**config.mk**
```make
export PLATFORM = sky130hd
export DESIGN_NAME = tia_horizontal_decode_flat
export DESIGN_NICKNAME = d
export VERILOG_FILES = /design/src/rtl/tia_pkg.sv /design/src/rtl/tia_horizontal_decode_if.sv /design/src/rtl/tia_sr_latch.sv /design/src/rtl/tia_horizontal_decode.sv /design/src/flat_wrapper.sv
export SDC_FILE = /design/constraint.sdc
export NUM_CORES = 1
export LEC_CHECK = 0
export ABC_AREA = 0
export CORE_AREA = 2 2 39 41
export DETAILED_ROUTE_END_ITERATION = 10
export DIE_AREA = 0 0 41 43
export GPL_ROUTABILITY_DRIVEN = 0
export PLACE_DENSITY = 0.65
export SLEW_MARGIN = 20
export SYNTH_ARGS = -nofsm -noshare
export SYNTH_HDL_FRONTEND = slang
export SYNTH_SLANG_ARGS = --single-unit
```
**constraint.sdc**
```tcl
create_clock -name clk -period 1.6 [get_ports clk]
set_input_delay 0.16 -clock clk [delete_from_list [all_inputs] [get_ports clk]]
set_output_delay 0.16 -clock clk [all_outputs]
set_load 0.02 [all_outputs]
```
**src/rtl/tia_pkg.sv**
```systemverilog
// tia_pkg: horizontal decode constants and reset values shared by the TIA blocks
package tia_pkg;

    localparam logic [5:0] SHS  = 6'b111100;
    localparam logic [5:0] RHS  = 6'b110111;
    localparam logic [5:0] RCB  = 6'b001111;
    localparam logic [5:0] RHB  = 6'b011100;
    localparam logic [5:0] LRHB = 6'b010111;
    localparam logic [5:0] CNT  = 6'b101100;
    localparam logic [5:0] END  = 6'b010100;
    localparam logic [5:0] ERR  = 6'b111111;

    localparam logic HSYNC_RST  = 1'b0;
    localparam logic HBLANK_RST = 1'b1;
    localparam logic CBURST_RST = 1'b0;
    localparam logic LATE_RST   = 1'b0;
    localparam logic CNT_RST    = 1'b0;
    localparam logic END_RST    = 1'b0;

endpackage

```
**src/rtl/tia_horizontal_decode_if.sv**
```systemverilog
// tia_horizontal_decode_if: counter-side inputs and timing outputs of the horizontal decoder
interface tia_horizontal_decode_if;

    logic       tick;
    logic [5:0] hcount;
    logic       shb;
    logic       hmove_strobe;
    logic       hsync;
    logic       hblank;
    logic       cburst;
    logic       late_hblank;
    logic       cnt_pulse;
    logic       end_pulse;

    modport master (
        output tick, hcount, shb, hmove_strobe,
        input  hsync, hblank, cburst, late_hblank, cnt_pulse, end_pulse
    );

    modport slave (
        input  tick, hcount, shb, hmove_strobe,
        output hsync, hblank, cburst, late_hblank, cnt_pulse, end_pulse
    );

endinterface

```
**src/rtl/tia_sr_latch.sv**
```systemverilog
// tia_sr_latch: enable-qualified set/reset flop with async reset value and selectable priority
module tia_sr_latch #(
    parameter logic RST_VAL  = 1'b0,
    parameter bit   SET_PRIO = 1'b1
) (
    input  logic clk,
    input  logic reset,
    input  logic en,
    input  logic set,
    input  logic clr,
    output logic q
);

    // Hold unless enabled; on a set/clear collision the parameter picks the winner
    always_ff @(posedge clk or posedge reset)
        if (reset)
            q <= RST_VAL;
        else if (en)
            q <= SET_PRIO ? (set | (q & ~clr)) : (~clr & (set | q));

endmodule

```
**src/rtl/tia_horizontal_decode.sv**
```systemverilog
// tia_horizontal_decode: turns the horizontal LFSR count into sync, blank, burst and line strobes
module tia_horizontal_decode
    import tia_pkg::*;
(
    input logic                    clk,
    input logic                    reset,
    tia_horizontal_decode_if.slave bus
);

    logic at_end;
    logic hb_clr;
    logic late_clr;

    assign at_end   = bus.shb | (bus.hcount == END) | (bus.hcount == ERR);
    assign hb_clr   = bus.late_hblank ? (bus.hcount == LRHB) : (bus.hcount == RHB);
    assign late_clr = bus.tick & bus.late_hblank & (bus.hcount == LRHB);

    tia_sr_latch #(.RST_VAL(HSYNC_RST), .SET_PRIO(1'b1)) u_hsync (
        .clk(clk), .reset(reset), .en(bus.tick),
        .set(bus.hcount == SHS), .clr(bus.hcount == RHS), .q(bus.hsync)
    );

    tia_sr_latch #(.RST_VAL(HBLANK_RST), .SET_PRIO(1'b1)) u_hblank (
        .clk(clk), .reset(reset), .en(bus.tick),
        .set(at_end), .clr(hb_clr), .q(bus.hblank)
    );

    tia_sr_latch #(.RST_VAL(CBURST_RST), .SET_PRIO(1'b1)) u_cburst (
        .clk(clk), .reset(reset), .en(bus.tick),
        .set(bus.hcount == RHS), .clr(bus.hcount == RCB), .q(bus.cburst)
    );

    // HMOVE can land on any clock, so this latch is always enabled and qualifies its clear itself
    tia_sr_latch #(.RST_VAL(LATE_RST), .SET_PRIO(1'b1)) u_late (
        .clk(clk), .reset(reset), .en(1'b1),
        .set(bus.hmove_strobe), .clr(late_clr), .q(bus.late_hblank)
    );

    // Single-clock centre and end-of-line strobes, low on every non-qualifying edge
    always_ff @(posedge clk or posedge reset)
        if (reset) begin
            bus.cnt_pulse <= CNT_RST;
            bus.end_pulse <= END_RST;
        end else begin
            bus.cnt_pulse <= bus.tick & (bus.hcount == CNT);
            bus.end_pulse <= bus.tick & at_end;
        end

endmodule

```
**src/flat_wrapper.sv**
```systemverilog
// flat-port wrapper written by rule: the top's interface ports become plain ports
module tia_horizontal_decode_flat import tia_pkg::*;
  (clk, reset, bus_tick, bus_hcount, bus_shb, bus_hmove_strobe, bus_hsync, bus_hblank, bus_cburst, bus_late_hblank, bus_cnt_pulse, bus_end_pulse);
  tia_horizontal_decode_if bus_i ();
  input logic clk;
  input logic reset;
  input wire logic [$bits(bus_i.tick)-1:0] bus_tick;
  input wire logic [$bits(bus_i.hcount)-1:0] bus_hcount;
  input wire logic [$bits(bus_i.shb)-1:0] bus_shb;
  input wire logic [$bits(bus_i.hmove_strobe)-1:0] bus_hmove_strobe;
  output wire logic [$bits(bus_i.hsync)-1:0] bus_hsync;
  output wire logic [$bits(bus_i.hblank)-1:0] bus_hblank;
  output wire logic [$bits(bus_i.cburst)-1:0] bus_cburst;
  output wire logic [$bits(bus_i.late_hblank)-1:0] bus_late_hblank;
  output wire logic [$bits(bus_i.cnt_pulse)-1:0] bus_cnt_pulse;
  output wire logic [$bits(bus_i.end_pulse)-1:0] bus_end_pulse;
  assign bus_i.tick = bus_tick;
  assign bus_i.hcount = bus_hcount;
  assign bus_i.shb = bus_shb;
  assign bus_i.hmove_strobe = bus_hmove_strobe;
  assign bus_hsync = bus_i.hsync;
  assign bus_hblank = bus_i.hblank;
  assign bus_cburst = bus_i.cburst;
  assign bus_late_hblank = bus_i.late_hblank;
  assign bus_cnt_pulse = bus_i.cnt_pulse;
  assign bus_end_pulse = bus_i.end_pulse;
  tia_horizontal_decode u_core (.clk(clk), .reset(reset), .bus(bus_i));
endmodule
```
==> flow_summary.toml, run 1 <==
[clocking]
path_clk_slew_ns = 0.05
cts_tree = "built"
cts_buffer_depth = 2
cts_max_level = 1
clock_latency_ns = 0.25
post_cts_resized = 0
cts_made_buffers = 3
post_cts_buffers = 0
cts_sinks = 6
cts_root_buf = "clkbuf_4"

[power]
p_sw_w = 0.000103
intPower_w = 0.000309
seq_power_share_pct = 39.7
clockPowerShare_pct = 37.9
swShare_pct = 25.0
combPwrFrac_pct = 22.4
p_leak_nw = 0.229
power-per-cell-area_mw_per_mm2 = 715
ir_drop_uv = 248

[layout]
diodes = 0
instances_no_fill = 74
regArea_um2 = 151
nets = 70
multi_input_area_um2 = 159
fill_cells = 148
drive_above_1_share_pct = 22.4
syn_to_final_growth_pct = 81.5

[global_route]
antenna_found_initial = 0
grt_pass1_vias = 327
grt_overflow = 0
grt_usage_pct = 11.8
grt_pass1_wl_um = 1370
grt_max_degree = 7

[synthesis]
avgSynthCellArea_um2 = 10.3
synthTopCellsByArea = "dfrtp_1 (39%), dfstp_2 (8.3%), nand4b_1 (5.5%)"
synth-seq-area-share_pct = 47.6
yosys_register_bits = 6
syn-num-nets = 42
yosysTopAreaCell = "dfrtp_1"
synthesis.area_um2 = 318
ys.warnings.count = 0
synth_top_area_share_pct = 39.4
synth_cell_types = 20
synthCells = 31

[worst_hold_path]
hold_path.class = "in -> async"

[timing]
fin_crit_ns = 1.53
finalHoldViolCount = 0
worst_pin_slew_ns = 0.307
setup_violations = 0
final_max_slew_viol_count = 0
slew_headroom_pct = 79.3
fin_skew_ns = 0.00650
fmax_ghz = 0.653
rsz0062_at_grt = "false"
min_period_over_period_pct = 95.7
finalWorstSetupSlack_ns = 0.0691

[critical_path]
max_stage_delay_ns = 0.52
crit_type = "reg -> reg"
cp.required_ns = 1.76
crit_path_start = "u_core.u_late.q$_DFF_PP0_"
crit_path_top_delay_cell = "or4b_1"
reg2reg_from = "u_core.u_late.q$_DFF_PP0_"
critPathCaptureType = "register"
cp_num_buf_inv = 0
path_delay_family = "compound AO/OA/AOI/OAI gates"
cp_max_fo = 2
worstPathCellList = "or4b_1 > a21o_1 > a2111o_1"
start_kind = "register"
crit_arrival_ns = 1.70

[drt]
drt-initial-drc-count = 7
final_antenna_net_count = 0
firstDrtPassIters = 4
vias_per_cell = 4.72
drc_errors = 0
wl_um = 794
vias = 349
wl_per_cell_um = 10.7

[floorplan]
die_width_um = 41
rows = 14
die_h_um = 43
core_mm2 = 0.00138
ios = 17
start_util_pct = 23.0
dieArea_mm2 = 0.00176

[placed_design]
place_ws_ns = -0.221
dp.cells = 70
io_buffers = 16
hpwlAfterDp_um = 633

[status]
status = "completed"

[job]
maxCapViolations = 0
cells in the mapped netlist:
cell type  number
dfrtp_1         5
nand2_1         3
inv_1           2
nand3_1         2
nand4b_1        2
nor3_1          2
o31ai_1         2
a2111o_1        1
a21o_1          1
a22o_1          1
and2_1          1
dfstp_2         1
nand2b_1        1
nor4_1          1
o21bai_1        1
o41ai_1         1
or2_2           1
or3_1           1
or4b_1          1
or4b_2          1
layout make-up:
cell class	count	share of cell area, %
Timing Repair Buffer	23	36.9
Multi-Input combinational cell	23	27.5
Sequential cell	6	26.2
Clock buffer	4	4.56
Tap cell	16	3.47
Inverter	2	1.30
logic make-up after synthesis:
family / share of synthesized area [%]
flops: 47.6
compound gates: 18.5
simple gates: 31.5
buf+inv: 2.36
worst reg2reg max path: cells and delay by family (launching register included):
kind | cells | cell delay [ns]
DFF | 1 | 0.37
and+or+nand+nor | 1 | 0.52
AOI/OAI and AO/OA | 2 | 0.55
repair_timing:
action                                  in CTS  in global routing
hold endpoints to repair                     0                  0
hold buffers                                 0                  0
endpoints found under the setup margin       0                  1
through the flow:
step | hold slack [ns] | instance area (um^2) | utilization [%] | power [W] | setup TNS (ns)
final | 0.134 | 577 | 41.7 | 0.000412 | 0
after global routing | 0.166 | 577 | 41.7 | 0.000438 | 0
after CTS | 0.133 | 577 | 41.7 | 0.000420 | 0
after detailed placement | 0.406 | 551 | 39.8 | 0.000258 | -0.346
after global placement | 0.399 | 551 | 39.8 | 0.000258 | -0.284
after floorplan | -0.0498 | 318 | - | 0.000197 | 0
power groups by stage:
stage	Clock [W]	Sequential, W	Combinational (W)
after global routing	0.000173	0.000164	0.000101
after global placement	0	0.000166	0.0000921
after floorplan	0	0.000176	0.0000208
after CTS	0.000164	0.000164	0.0000928
after detailed placement	0	0.000166	0.0000924
final	0.000156	0.000164	0.0000924
state kept, by name (all words and copies together), names as in the netlist:
signal	cells
u_core.u_hblank.q	1
u_core.bus.end_pulse	1
u_core.bus.cnt_pulse	1
u_core.u_hsync.q	1
u_core.u_cburst.q	1
u_core.u_late.q	1
worst paths after layout:
check                                           endpoint  cells after the start  slack, ns
min                         u_core.u_hsync.q$_DFFE_PP0P_                      2       0.13
min in group clk               u_core.u_late.q$_DFF_PP0_                      2       0.47
max reg2reg                u_core.u_hblank.q$_DFFE_PP1P_                      3       0.07
max in group asynchronous  u_core.u_hblank.q$_DFFE_PP1P_                      2       1.20
min reg2reg                 u_core.u_hsync.q$_DFFE_PP0P_                      2       0.50
max                        u_core.u_hblank.q$_DFFE_PP1P_                      3       0.07
metal layers:
metal | GRT usage, % | wire, um
met1 | 16.2 | 362
met2 | 16.3 | 380
met3 | 3.14 | 51
met4 | 6.00 | 0
met5 | 0 | 0
placed cells by master, fill, tap and decap left out, drive strengths merged:
master / instances
clkdlybuf4s50: 16
buf: 7
dfrtp: 5
clkbuf: 4
nand2: 3
nand3: 2
o31ai: 2
inv: 2
nor3: 2
nand4b: 2
or4b: 2
or2: 1
and2: 1
or3: 1
o41ai: 1
nand2b: 1
a21o: 1
a2111o: 1
o21bai: 1
a22o: 1
nor4: 1
dfstp: 1
Note: power is estimated with default switching activity, not from simulation.
==> run 2: changes to the inputs <==
--- a/config.mk
+++ b/config.mk
@@ -6,6 +6,7 @@
 export NUM_CORES = 1
 export LEC_CHECK = 0
 export ABC_AREA = 0
+export CAP_MARGIN = 20
 export CORE_AREA = 2 2 39 41
 export DETAILED_ROUTE_END_ITERATION = 10
 export DIE_AREA = 0 0 41 43
==> constraint.sdc (replaced) <==
create_clock -name clk -period 1.23 [get_ports clk]
set_input_delay 0.123 -clock clk [delete_from_list [all_inputs] [get_ports clk]]
set_output_delay 0.123 -clock clk [all_outputs]
set_load 0.02 [all_outputs]
==> run 2 against run 1 <==
Non-clock buffer count increased by 3. Critical path type unchanged. Core utilization increased by 1.6 points. Sequential cell count unchanged. The run now ends with negative setup slack left. Largest cell class unchanged. Worst hold slack got worse by 0.046 ns. Clock power increased by 33%.
==> flow_summary.toml, run 2 (synthesis results as in run 1) <==
[status]
status = "finished with violations"
violations = "negative setup slack"

[placed_design]
dp.cells = 72
hpwlAfterDp_um = 632
place_area_um2 = 567
io_buffers = 16
place_ws_ns = -0.487

[power]
seq_power_share_pct = 39.6
combPwrFrac_pct = 21.6
p_sw_w = 0.000140
power-per-cell-area_mw_per_mm2 = 895
p_leak_nw = 0.258
swShare_pct = 26.2
intPower_w = 0.000396
clockPowerShare_pct = 38.8
ir_drop_uv = 479

[layout]
final_area_um2 = 599
diodes = 0
nets = 73
drive_above_1_share_pct = 32.8
final_common_cell = "buf_4"
syn_to_final_growth_pct = 88.6
final_cell_mix = "buf_4 (10), dlygate4sd2_1 (7), clkdlybuf4s50_1 (7)"
instances_no_fill = 77

[floorplan]
die_h_um = 43
start_util_pct = 23.0
die_width_um = 41
dieArea_mm2 = 0.00176
ios = 17
rows = 14
core_mm2 = 0.00138

[drt]
drt-initial-drc-count = 1
wl_um = 840
final_antenna_net_count = 0
drc_errors = 0
vias_per_cell = 4.70
firstDrtPassIters = 4
vias = 362
wl_per_cell_um = 10.9

[timing]
final_max_slew_viol_count = 0
finalWorstSetupSlack_ns = -0.256
fmax_ghz = 0.673
finalHoldViolCount = 0
min_period_over_period_pct = 121
slew_headroom_pct = 80.6
rsz0062_at_grt = "true"
fin_skew_ns = 0.00924
setup_tns_ns = -0.256
fin_crit_ns = 1.49
setup_violations = 1
worst_pin_slew_ns = 0.288
hold_ws_ns = 0.0882

[clocking]
clock_latency_ns = 0.25
cts_root_buf = "clkbuf_4"
cts_made_buffers = 3
cts_sinks = 6
path_clk_slew_ns = 0.06
cts_buffer_depth = 2
cts_tree = "built"
cts_max_level = 1
ctsHoldBuffers = 0

[critical_path]
critPathCaptureType = "register"
cp-endpoint = "u_core.u_hblank.q$_DFFE_PP1P_"
crit_type = "reg -> reg"
ff2ff_setup_slack_ns = -0.26
r2r_end = "u_core.u_hblank.q$_DFFE_PP1P_"
start_kind = "register"
reg2reg_from = "u_core.u_late.q$_DFF_PP0_"
ff2ff_path_depth = 3
cp.required_ns = 1.40
crit_path_start = "u_core.u_late.q$_DFF_PP0_"
crit_arrival_ns = 1.65
cp_max_fo = 2

[job]
maxCapViolations = 0

[global_route]
grt_overflow = 0
grt_max_degree = 7
antenna_found_initial = 0
grt_pass1_vias = 353
grt_pass1_wl_um = 1400
grt_usage_pct = 12.2

[worst_hold_path]
hold_path.class = "in -> async"
run 2: changes by cell type in the layout (fill, tap and decap cells not counted), sizes merged:
cell           previous run  this run
buf                       7        10
dlygate4sd2               0         7
clkbuf                    4         5
clkdlybuf4s15             0         1
clkdlybuf4s50            16         7
run 2: metal layers:
layer / GRT usage (%) / share of wire [%] / up-vias
met2: 17.2 / 47 / 14
met3: 4.71 / 6.4 / 6
met1: 14.7 / 43 / 161
li1: - / - / 181
met4: 8.00 / 3.3 / 0
met5: 0 / 0 / -
run 2: stage by stage:
step / util, % / total power, W
after global placement: 41.0 / 0.000339
after CTS: 42.7 / 0.000542
after global routing: 43.3 / 0.000566
after detailed placement: 41.0 / 0.000341
final: 43.3 / 0.000536
after floorplan: - / 0.000256
run 2: area by class of cell:
class	count	area (um^2)
Fill cell	148	785
Clock buffer	4	26.3
Sequential cell	6	153
Tap cell	16	20.0
Inverter	2	7.51
Timing Repair Buffer	26	221
Multi-Input combinational cell	23	171
run 2: how the worst min path moves through the flow:
| stage | startpoint | slack (ns) | to | depth (start not counted) |
|---|---|---|---|---|
| floorplan | reset | -0.09 | u_core.bus.cnt_pulse$_DFF_PP0_ | 1 |
| global placement | reset | 0.36 | u_core.bus.end_pulse$_DFF_PP0_ | 2 |
| detailed placement | reset | 0.37 | u_core.bus.end_pulse$_DFF_PP0_ | 2 |
| CTS | reset | 0.1 | u_core.bus.cnt_pulse$_DFF_PP0_ | 2 |
| global route | reset | 0.11 | u_core.u_hsync.q$_DFFE_PP0P_ | 2 |
| finish | reset | 0.09 | u_core.bus.cnt_pulse$_DFF_PP0_ | 2 |
run 2: critical path, stage by stage, from the launching register on:
cell	delay [ns]
dfrtp_2	0.40
or4b_4	0.47
a21o_1	0.17
a2111o_1	0.35
run 2: power groups by stage:
stage               logic (W)  registers, W  clock network, W
CTS                  0.000116      0.000213          0.000214
detailed placement   0.000124      0.000217                 0
floorplan           0.0000270      0.000229                 0
finish               0.000116      0.000212          0.000208
global placement     0.000123      0.000216                 0
global route         0.000126      0.000214          0.000226
run 2: what timing repair did:
action	4_1_cts	5_1_grt
resized for setup	11	4
pin swaps	3	1
endpoints found under the setup margin	8	5
setup buffers	0	1
